--- src/rtl/branch_resolve_unit.sv ---
// branch_resolve_unit
//   Multi-lane branch resolver at the end of execute. Each cycle it resolves the
//   oldest valid control-flow instruction across ISSUE_NUM lanes, compares it with
//   the front-end prediction, tracks the MIPS delay slot, drives the wrong-path
//   kill mask, and holds a registered redirect request for fetch (valid/ready).
//   A one-cycle predictor update pulse follows every branch resolved in IDLE.
//   Optional build macro: BRANCH_LIKELY_EN. When it is defined, a not-taken
//   "likely" branch (op[4]=1) nullifies its delay slot.
module branch_resolve_unit #(
    parameter int ISSUE_NUM = 2,
    parameter int ADDR_W    = 32
) (
    input  logic                        clk,
    input  logic                        rst,
    input  logic                        flush,
    input  logic [ISSUE_NUM-1:0]        lane_valid,
    input  logic [5*ISSUE_NUM-1:0]      lane_op,
    input  logic [32*ISSUE_NUM-1:0]     lane_reg0,
    input  logic [32*ISSUE_NUM-1:0]     lane_reg1,
    input  logic [ADDR_W*ISSUE_NUM-1:0] lane_pc,
    input  logic [ADDR_W*ISSUE_NUM-1:0] lane_target_i,
    input  logic [ADDR_W*ISSUE_NUM-1:0] lane_target_j,
    input  logic [ISSUE_NUM-1:0]        lane_pred_taken,
    input  logic [ADDR_W*ISSUE_NUM-1:0] lane_pred_target,
    output logic [ISSUE_NUM-1:0]        kill_mask,
    output logic                        redirect_valid,
    output logic [ADDR_W-1:0]           redirect_pc,
    input  logic                        redirect_ready,
    output logic                        upd_valid,
    output logic [ADDR_W-1:0]           upd_pc,
    output logic [ADDR_W-1:0]           upd_target,
    output logic                        upd_taken,
    output logic                        busy
);

    typedef enum logic [1:0] {
        IDLE     = 2'd0,
        WAIT_DS  = 2'd1,
        REDIRECT = 2'd2
    } state_t;

    state_t              state_q, state_d;
    logic                redirect_valid_q, redirect_valid_d;
    logic [ADDR_W-1:0]   redirect_pc_q, redirect_pc_d;
    logic                pend_q, pend_d;   // WAIT_DS ends in a redirect
    logic                null_q, null_d;   // WAIT_DS must nullify lane 0
    logic                upd_valid_q, upd_valid_d;
    logic [ADDR_W-1:0]   upd_pc_q, upd_pc_d;
    logic [ADDR_W-1:0]   upd_target_q, upd_target_d;
    logic                upd_taken_q, upd_taken_d;
    logic                busy_q, busy_d;

    logic                found_s;
    int                  k_s;
    logic [4:0]          op_s;
    logic [31:0]         reg0_s, reg1_s;
    logic [ADDR_W-1:0]   pc_s, tgt_i_s, tgt_j_s, pred_tgt_s;
    logic                pred_taken_s;
    logic                ds_valid_s;
    logic                eq_s, neg_s, taken_s, likely_s, mispredict_s;
    logic [ADDR_W-1:0]   target_s, correct_pc_s;
    logic [ISSUE_NUM-1:0] kill_s;

    // Pick the oldest valid lane holding a branch op and check whether its delay slot is in the same bundle
    always_comb begin
        found_s      = 1'b0;
        k_s          = 0;
        op_s         = 5'd0;
        reg0_s       = 32'd0;
        reg1_s       = 32'd0;
        pc_s         = {ADDR_W{1'b0}};
        tgt_i_s      = {ADDR_W{1'b0}};
        tgt_j_s      = {ADDR_W{1'b0}};
        pred_tgt_s   = {ADDR_W{1'b0}};
        pred_taken_s = 1'b0;
        ds_valid_s   = 1'b0;
        for (int i = 0; i < ISSUE_NUM; i++) begin
            if (!found_s && lane_valid[i] && (lane_op[5*i +: 4] != 4'd0) && (lane_op[5*i +: 4] <= 4'd12)) begin
                found_s      = 1'b1;
                k_s          = i;
                op_s         = lane_op[5*i +: 5];
                reg0_s       = lane_reg0[32*i +: 32];
                reg1_s       = lane_reg1[32*i +: 32];
                pc_s         = lane_pc[ADDR_W*i +: ADDR_W];
                tgt_i_s      = lane_target_i[ADDR_W*i +: ADDR_W];
                tgt_j_s      = lane_target_j[ADDR_W*i +: ADDR_W];
                pred_tgt_s   = lane_pred_target[ADDR_W*i +: ADDR_W];
                pred_taken_s = lane_pred_taken[i];
            end else begin
                found_s = found_s;
            end
        end
        for (int i = 0; i < ISSUE_NUM; i++) begin
            if (i == k_s + 1) begin
                ds_valid_s = lane_valid[i];
            end else begin
                ds_valid_s = ds_valid_s;
            end
        end
    end

    // Decode direction and target of the selected branch and compare with the prediction
    always_comb begin
        eq_s     = (reg0_s == reg1_s);
        neg_s    = reg0_s[31];
        taken_s  = 1'b0;
        target_s = tgt_i_s;
        case (op_s[3:0])
            4'd1:         taken_s = eq_s;
            4'd2:         taken_s = !eq_s;
            4'd3:         taken_s = eq_s | neg_s;
            4'd4:         taken_s = !eq_s & !neg_s;
            4'd5, 4'd7:   taken_s = neg_s;
            4'd6, 4'd8:   taken_s = !neg_s;
            4'd9, 4'd10: begin
                taken_s  = 1'b1;
                target_s = tgt_j_s;
            end
            4'd11, 4'd12: begin
                taken_s  = 1'b1;
                target_s = reg0_s[ADDR_W-1:0];
            end
            default:      taken_s = 1'b0;
        endcase
        correct_pc_s = taken_s ? target_s : (pc_s + {{(ADDR_W-4){1'b0}}, 4'd8});
`ifdef BRANCH_LIKELY_EN
        likely_s = found_s & op_s[4] & !taken_s;
`else
        likely_s = 1'b0;
`endif
        mispredict_s = found_s & ((taken_s != pred_taken_s) | (taken_s & (target_s != pred_tgt_s)));
    end

    // Next state, kill mask and next values for the registered outputs
    always_comb begin
        state_d       = state_q;
        kill_s        = {ISSUE_NUM{1'b0}};
        redirect_pc_d = redirect_pc_q;
        pend_d        = pend_q;
        null_d        = null_q;
        upd_valid_d   = 1'b0;
        upd_pc_d      = upd_pc_q;
        upd_target_d  = upd_target_q;
        upd_taken_d   = upd_taken_q;
        if (flush) begin
            state_d = IDLE;
        end else begin
            case (state_q)
                IDLE: begin
                    if (found_s) begin
                        upd_valid_d  = 1'b1;
                        upd_pc_d     = pc_s;
                        upd_target_d = target_s;
                        upd_taken_d  = taken_s;
                    end else begin
                        upd_valid_d  = 1'b0;
                    end
                    if (mispredict_s) begin
                        redirect_pc_d = correct_pc_s;
                        if (ds_valid_s) begin
                            // delay slot is in this bundle: it survives unless nullified
                            state_d = REDIRECT;
                            for (int i = 0; i < ISSUE_NUM; i++) begin
                                kill_s[i] = (i > k_s + 1) || (likely_s && (i == k_s + 1));
                            end
                        end else begin
                            state_d = WAIT_DS;
                            pend_d  = 1'b1;
                            null_d  = likely_s;
                            for (int i = 0; i < ISSUE_NUM; i++) begin
                                kill_s[i] = (i > k_s);
                            end
                        end
                    end else if (likely_s) begin
                        // correctly predicted not-taken likely branch: only the slot dies
                        if (ds_valid_s) begin
                            for (int i = 0; i < ISSUE_NUM; i++) begin
                                kill_s[i] = (i == k_s + 1);
                            end
                        end else begin
                            state_d = WAIT_DS;
                            pend_d  = 1'b0;
                            null_d  = 1'b1;
                        end
                    end else begin
                        state_d = IDLE;
                    end
                end
                WAIT_DS: begin
                    if (lane_valid[0]) begin
                        for (int i = 0; i < ISSUE_NUM; i++) begin
                            kill_s[i] = (i == 0) ? null_q : pend_q;
                        end
                        state_d = pend_q ? REDIRECT : IDLE;
                    end else begin
                        state_d = WAIT_DS;
                    end
                end
                REDIRECT: begin
                    kill_s = {ISSUE_NUM{1'b1}};
                    if (redirect_ready) begin
                        state_d = IDLE;
                    end else begin
                        state_d = REDIRECT;
                    end
                end
                default: state_d = IDLE;
            endcase
        end
        redirect_valid_d = (state_d == REDIRECT);
        busy_d           = (state_d != IDLE);
    end

    // State and registered outputs
    always_ff @(posedge clk or posedge rst) begin
        if (rst) begin
            state_q          <= IDLE;
            redirect_valid_q <= 1'b0;
            redirect_pc_q    <= {ADDR_W{1'b0}};
            pend_q           <= 1'b0;
            null_q           <= 1'b0;
            upd_valid_q      <= 1'b0;
            upd_pc_q         <= {ADDR_W{1'b0}};
            upd_target_q     <= {ADDR_W{1'b0}};
            upd_taken_q      <= 1'b0;
            busy_q           <= 1'b0;
        end else begin
            state_q          <= state_d;
            redirect_valid_q <= redirect_valid_d;
            redirect_pc_q    <= redirect_pc_d;
            pend_q           <= pend_d;
            null_q           <= null_d;
            upd_valid_q      <= upd_valid_d;
            upd_pc_q         <= upd_pc_d;
            upd_target_q     <= upd_target_d;
            upd_taken_q      <= upd_taken_d;
            busy_q           <= busy_d;
        end
    end

    assign kill_mask      = kill_s;
    assign redirect_valid = redirect_valid_q;
    assign redirect_pc    = redirect_pc_q;
    assign upd_valid      = upd_valid_q;
    assign upd_pc         = upd_pc_q;
    assign upd_target     = upd_target_q;
    assign upd_taken      = upd_taken_q;
    assign busy           = busy_q;

endmodule

--- config.mk ---
export PLATFORM = sky130hd
export DESIGN_NAME = branch_resolve_unit
export DESIGN_NICKNAME = d
export VERILOG_FILES = /design/src/rtl/branch_resolve_unit.sv
export SDC_FILE = /design/constraint.sdc
export NUM_CORES = 1
export LEC_CHECK = 0
export ABC_AREA = 1
export BUFFER_PORTS_ARGS = -buffer_cell sky130_fd_sc_hd__clkbuf_2
export CELL_PAD_IN_SITES_DETAIL_PLACEMENT = 0
export CELL_PAD_IN_SITES_GLOBAL_PLACEMENT = 2
export CORE_UTILIZATION = 25
export CTS_BUF_LIST = sky130_fd_sc_hd__clkbuf_8
export CTS_CLUSTER_DIAMETER = 30
export DETAILED_ROUTE_END_ITERATION = 12
export PLACE_DENSITY_LB_ADDON = 0.12
export SLEW_MARGIN = 5
export SYNTH_ARGS = -nofsm -noshare
export SYNTH_HDL_FRONTEND = slang
export SYNTH_SLANG_ARGS = --single-unit
export TNS_END_PERCENT = 50
--- constraint.sdc ---
create_clock -name clk -period 6.2 [get_ports clk]
set_input_delay 0.62 -clock clk [delete_from_list [all_inputs] [get_ports clk]]
set_output_delay 0.62 -clock clk [all_outputs]
set_load 0.01 [all_outputs]
Word-level counts from Yosys, hierarchy flattened
Cells that the tools add are included.
{ "op_classes": {"mux": 39, "n_eq_ne": 19, "n_lt_le_gt_ge": 6, "addsub": 2, "n_reduce_logical": 21, "bitwise": 7} }
{ "op_table": {"columns": ["operator", "n"], "rows": [
  ["$mux W32", 13],
  ["$gt A1 B32 Y1 const A", 2],
  ["$gt A2 B32 Y1 const A", 2],
  ["$pmux W32 S2", 1],
  ["$add A32 B2 Y32 const B", 1],
  ["$add A32 B4 Y32 const B", 1],
  ["$eq A2 B32 Y1 const A", 1],
  ["$eq A32 B32 Y1", 1],
  ["$logic_not A32 Y1", 1],
  ["$ne A32 B32 Y1", 1],
  ["$eq A4 B4 Y1 const B", 5],
  ["$mux W2", 10],
  ["$eq A4 B3 Y1 const B", 4],
  ["$pmux W2 S3", 2],
  ["$mux W1", 10],
  ["$eq A4 B2 Y1 const B", 2],
  ["$le A4 B4 Y1 const B", 2],
  ["$mux W4", 2],
  ["$reduce_bool A4 Y1", 2],
  ["$reduce_or A2 Y1", 4],
  ["$pmux W1 S7", 1],
  ["$reduce_and A3 Y1", 2],
  ["$logic_and A1 B1 Y1", 5],
  ["$eq A2 B2 Y1 const B", 2],
  ["11 further kinds", 17]
]} }
{ "totals": {"register_bits": 103, "wordCells": 103} }

Longest topological paths before layout
{ "logic_depth": {"ltp_word": 20, "ltp_mapped": 28, "ltp_nobuf": 26} }

Worst setup path after synthesis
No wires, ideal clock.
{ "synth_path": {"kind": "input to register", "startpoint": "input lane_op[5]", "endpoint": "register redirect_pc_q[25], in the netlist redirect_pc[25]", "setup_slack_ps": 2824, "t_arrival_ps": 3259, "path_stages": 24, "t_required_ps": 6083, "setup_ps": 117, "path_cell_list": "nor2_1 nor2_1 nor2_4 nand2_4 buf_2 buf_6 buf_6 buf_6 o22ai_1 ha_1 nand3_1 inv_1 nand2_1 inv_2 nand3_2 nor2_2 inv_2 nor2_2 nand4_1 xor2_1 nand2_1 nand2_1 nand2_1 nand2_1"} }
{ "synth_between": {"elab_cells_between_ends": 45, "classes_between": "1 x add/sub; 1 x order compare; 15 x eq/ne; 12 x mux; 5 x bitwise; 11 x reduce/logical"} }
{ "synth_lines": {"columns": ["item", "line", "source"], "rows": [
  ["start: declaration", "17", "input logic [5*ISSUE_NUM-1:0] lane_op,"],
  ["branches (longest 2 deep; another with $le A4 B4 Y1)", null, null],
  ["$logic_and A1 B1 Y1 *", "78", "if (!found_s && lane_valid[i] && (lane_op[5*i +: 4] != 4'd0) && (lane_op[5*i +: 4] <= 4'd12)) begin"],
  ["$mux W32 *", "78", null],
  ["via pc_s[3]", "57", "logic [ADDR_W-1:0] pc_s, tgt_i_s, tgt_j_s, pred_tgt_s;"],
  ["$add A32 B4 Y32 *", "125", "correct_pc_s = taken_s ? target_s : (pc_s + {{(ADDR_W-4){1'b0}}, 4'd8});"],
  ["$mux W32 *", "125", null],
  ["end signal: assignment", "219", "redirect_pc_q <= {ADDR_W{1'b0}};"],
  ["end signal: assignment", "230", "redirect_pc_q <= redirect_pc_d;"],
  ["end: declaration", "44", "logic [ADDR_W-1:0] redirect_pc_q, redirect_pc_d;"]
]} }
Mark *: on every way through the listed nets, which the timed path passes.
A chain may end at the register's enable or synchronous reset.

Worst setup path after layout
{ "layout_path": {"startpoint": "input lane_op[3]", "endpoint": "output kill_mask[1]"} }
{ "layout_between": {"elab_chain_len": 19, "elab_cells_between_ends": 65, "classes_between": "1 x add/sub; 3 x order compare; 16 x eq/ne; 25 x mux; 5 x bitwise; 15 x reduce/logical"} }
{ "layout_lines": {"columns": ["item", "line", "source"], "rows": [
  ["branches (longest 16 deep; another with $add A32 B2 Y32)", null, null],
  ["$mux W2 *", "158", "if (mispredict_s) begin"],
  ["$pmux W2 S3 *", "148", "case (state_q)"],
  ["$mux W2 *", "145", "if (flush) begin"],
  ["end: declaration", "25", "output logic [ISSUE_NUM-1:0] kill_mask,"]
]} }
Mark *: on every way between the ends.

==> flow_summary.json <==
{
  "fp.dieW_um": 205,
  "worstPathMaxFanout": 31,
  "fin_worst_skew_ps": 13.6,
  "final_nets": 2593,
  "multiInputGateArea_um2": 6200,
  "cp_top_family": "simple AND/OR/NAND/NOR gates",
  "drc": 0,
  "grt_max_degree": 100,
  "tightest_slew_ps": 955,
  "syn2layout_area_growth_pct": 28.5,
  "fp.dieH_um": 205,
  "status": "finished clean",
  "antenna_left": 0,
  "yosys-top-cells-area": "nand2_1, dfrtp_1, inv_1, a22o_1, nor2_1",
  "p_leak_nw": 7.99,
  "finalCritPeriodShare": 0.828,
  "cts_tree": "built",
  "synth_top_area_frac": 0.264,
  "hpwl_mm": 43.1,
  "max_cap_viol_count": 0,
  "vias_per_cell": 4.62,
  "layout-drive-gt1-share": 0.266,
  "synth_edf_count": 0,
  "synthCells": 1751,
  "clkTransAtPathRegs_ps": 120,
  "ff2ff_setup_slack_ps": 3640,
  "fin_tns_setup_ps": 0,
  "synth_cell_types": 46,
  "htreeDepth": 3,
  "crit_path_start_kind": "input port",
  "clk_latency_ps": 400,
  "finalCriticalPeriod_ps": 5130,
  "worstPathArrival_ps": 4510,
  "cp_common_cell": "nand2_1",
  "ys_seq_area_frac": 0.250,
  "postLayoutCoreUtil": 0.325,
  "synth_nets": 2154,
  "finalSetupViolations": 0,
  "rsz0062_at_grt": "no",
  "p_per_area_nw_per_um2": 232,
  "netlist_area_um2": 10300,
  "critPathKind": "in2out",
  "dr.pass1.iters": 5,
  "max_stage_delay_ps": 640,
  "final_common_cell": "nand2_1",
  "crit_buf_inv": 3,
  "cts_root_buffer": "clkbuf_8",
  "cts_inserted_buffers": 9,
  "regArea_um2": 2580,
  "wl_per_cell_um": 18.9,
  "grt_usage": 0.241,
  "overflow": 0,
  "cp_cell_sequence": "clkbuf_2 > nor2_1 > nand2_2 > nand3_4 > buf_4 > nand3b_1 > nand2_1 > nand2_2 > nand2_2 > nor2_8 > nor2_4 > nand2_1 > nand2_1 > nand2_1 > nand2_1 > nand3_1 > nor2_1 > nand2_1 > nor2_1 > nand3_1 > nand3_1 > a21oi_1 > clkbuf_2",
  "initial_utilization": 0.253,
  "synth-seq-cells": 103,
  "gp_congestion": 0.869,
  "wl_mm": 51.5,
  "ctsResizeCount": 0,
  "grt_pass1_vias": 12000,
  "cp_slowest_cell": "nor2_4",
  "die_area_um2": 42000,
  "syn_area_per_cell_um2": 5.89,
  "core_um2": 40700,
  "io_buffers": 501,
  "mostFrequentLayoutCells": "nand2_1, clkbuf_2, inv_1",
  "ys_async_sr_fraction": 1.00,
  "clockBufferDepth": 2,
  "cts_setup_buffers": 0,
  "drv_slew": 0,
  "hold_viol_final": 0,
  "slew_headroom": 0.364,
  "synthFlopType": "dfrtp_1",
  "synthDominantAreaCellType": "nand2_1",
  "crit_path_end_kind": "output pin",
  "vdd_ir_drop_max_uv": 103,
  "cts_sinks": 103,
  "clock.fmax_mhz": 195,
  "hold_buffers": 0,
  "drt_iter0_drc": 631,
  "grt_pass1_wl_mm": 74.5,
  "fillers": 4766,
  "vias": 12600,
  "required_ps": 5580,
  "num_io_pins": 504,
  "rows": 74,
  "hp-class": "in2async",
  "antenna_found_initial": 1,
  "ys.warnings.count": 0
}
-- cells by family after synthesis --
family | synth area share
AO/OA/AOI/OAI | 0.146
XOR/XNOR | 0.0246
buffers and inverters | 0.150
flip-flops | 0.250
adder cells (fa/ha/maj) | 0.00121
AND/OR/NAND/NOR | 0.428
-- power by group --
group / total, mW / internal (mW) / switching [mW]
sequential: 1.05 / 0.903 / 0.146
clock: 0.439 / 0.156 / 0.283
combinational: 1.59 / 0.563 / 1.02
-- flip-flops by register name (all words and copies together), names as in the netlist, 2 cells and up --
register / cells
state_q: 2
upd_target: 32
upd_pc: 32
redirect_pc: 32
-- Yosys cell counts, types with 3 or more instances --
cell type    n
a22o_2       3
a22o_1      67
buf_4       13
o21ai_1     25
buf_1        3
nor2_4       3
o21bai_1    16
dfrtp_1    103
o21ai_0     54
a21oi_1     10
nand2_1    726
xnor2_1     13
nand2_2     10
nand2_4      4
buf_6       22
o22ai_1     41
buf_2       21
nor2_1     135
inv_2       10
nand4_1     38
inv_1      243
nand3b_1    15
nor4_1       6
clkbuf_1    29
a31oi_1      3
nor3_1       7
nand3_1     92
xor2_1      16
-- per-layer routing --
layer	GRT usage	up-vias	routed length (um)
met5	0	-	0
met4	0.0484	0	726
met3	0.0374	36	2670
met2	0.430	368	25700
met1	0.303	5801	22400
li1	-	6389	-
-- metrics by stage --
step / cell area [um^2] / std cells / power, mW / hold slack [ps] / setup slack, ps
2_1_floorplan: 10300 / 1751 / 1.94 / 432 / 2820
3_3_place_gp: 13100 / 2711 / 2.66 / 455 / 1040
3_5_place_dp: 13100 / 2711 / 2.68 / 460 / 889
4_1_cts: 13200 / 2727 / 3.12 / 237 / 973
5_1_grt: 13200 / 2727 / 3.33 / 276 / 589
6_report: 13200 / 2728 / 3.08 / 240 / 1070
-- area by class of cell --
cell class / count / share of cell area
Antenna cell: 1 / 0.000189
Clock buffer: 9 / 0.00935
Clock inverter: 7 / 0.00491
Multi-Input combinational cell: 1302 / 0.468
Sequential cell: 103 / 0.195
Timing Repair Buffer: 516 / 0.199
Tap cell: 532 / 0.0503
Inverter: 258 / 0.0741
-- path summary, 6_finish.rpt --
kind                                 start              end  cells past startpoint
setup reg to reg                state_q[0]  redirect_pc[12]                      8
min in group clk           redirect_pc[29]  redirect_pc[29]                      2
hold reg to reg            redirect_pc[29]  redirect_pc[29]                      2
setup / recovery                lane_op[3]     kill_mask[1]                     23
hold / removal                         rst       upd_pc[14]                      2
max in group asynchronous              rst   upd_target[11]                      3
Note: power is estimated with default switching activity, not from simulation.
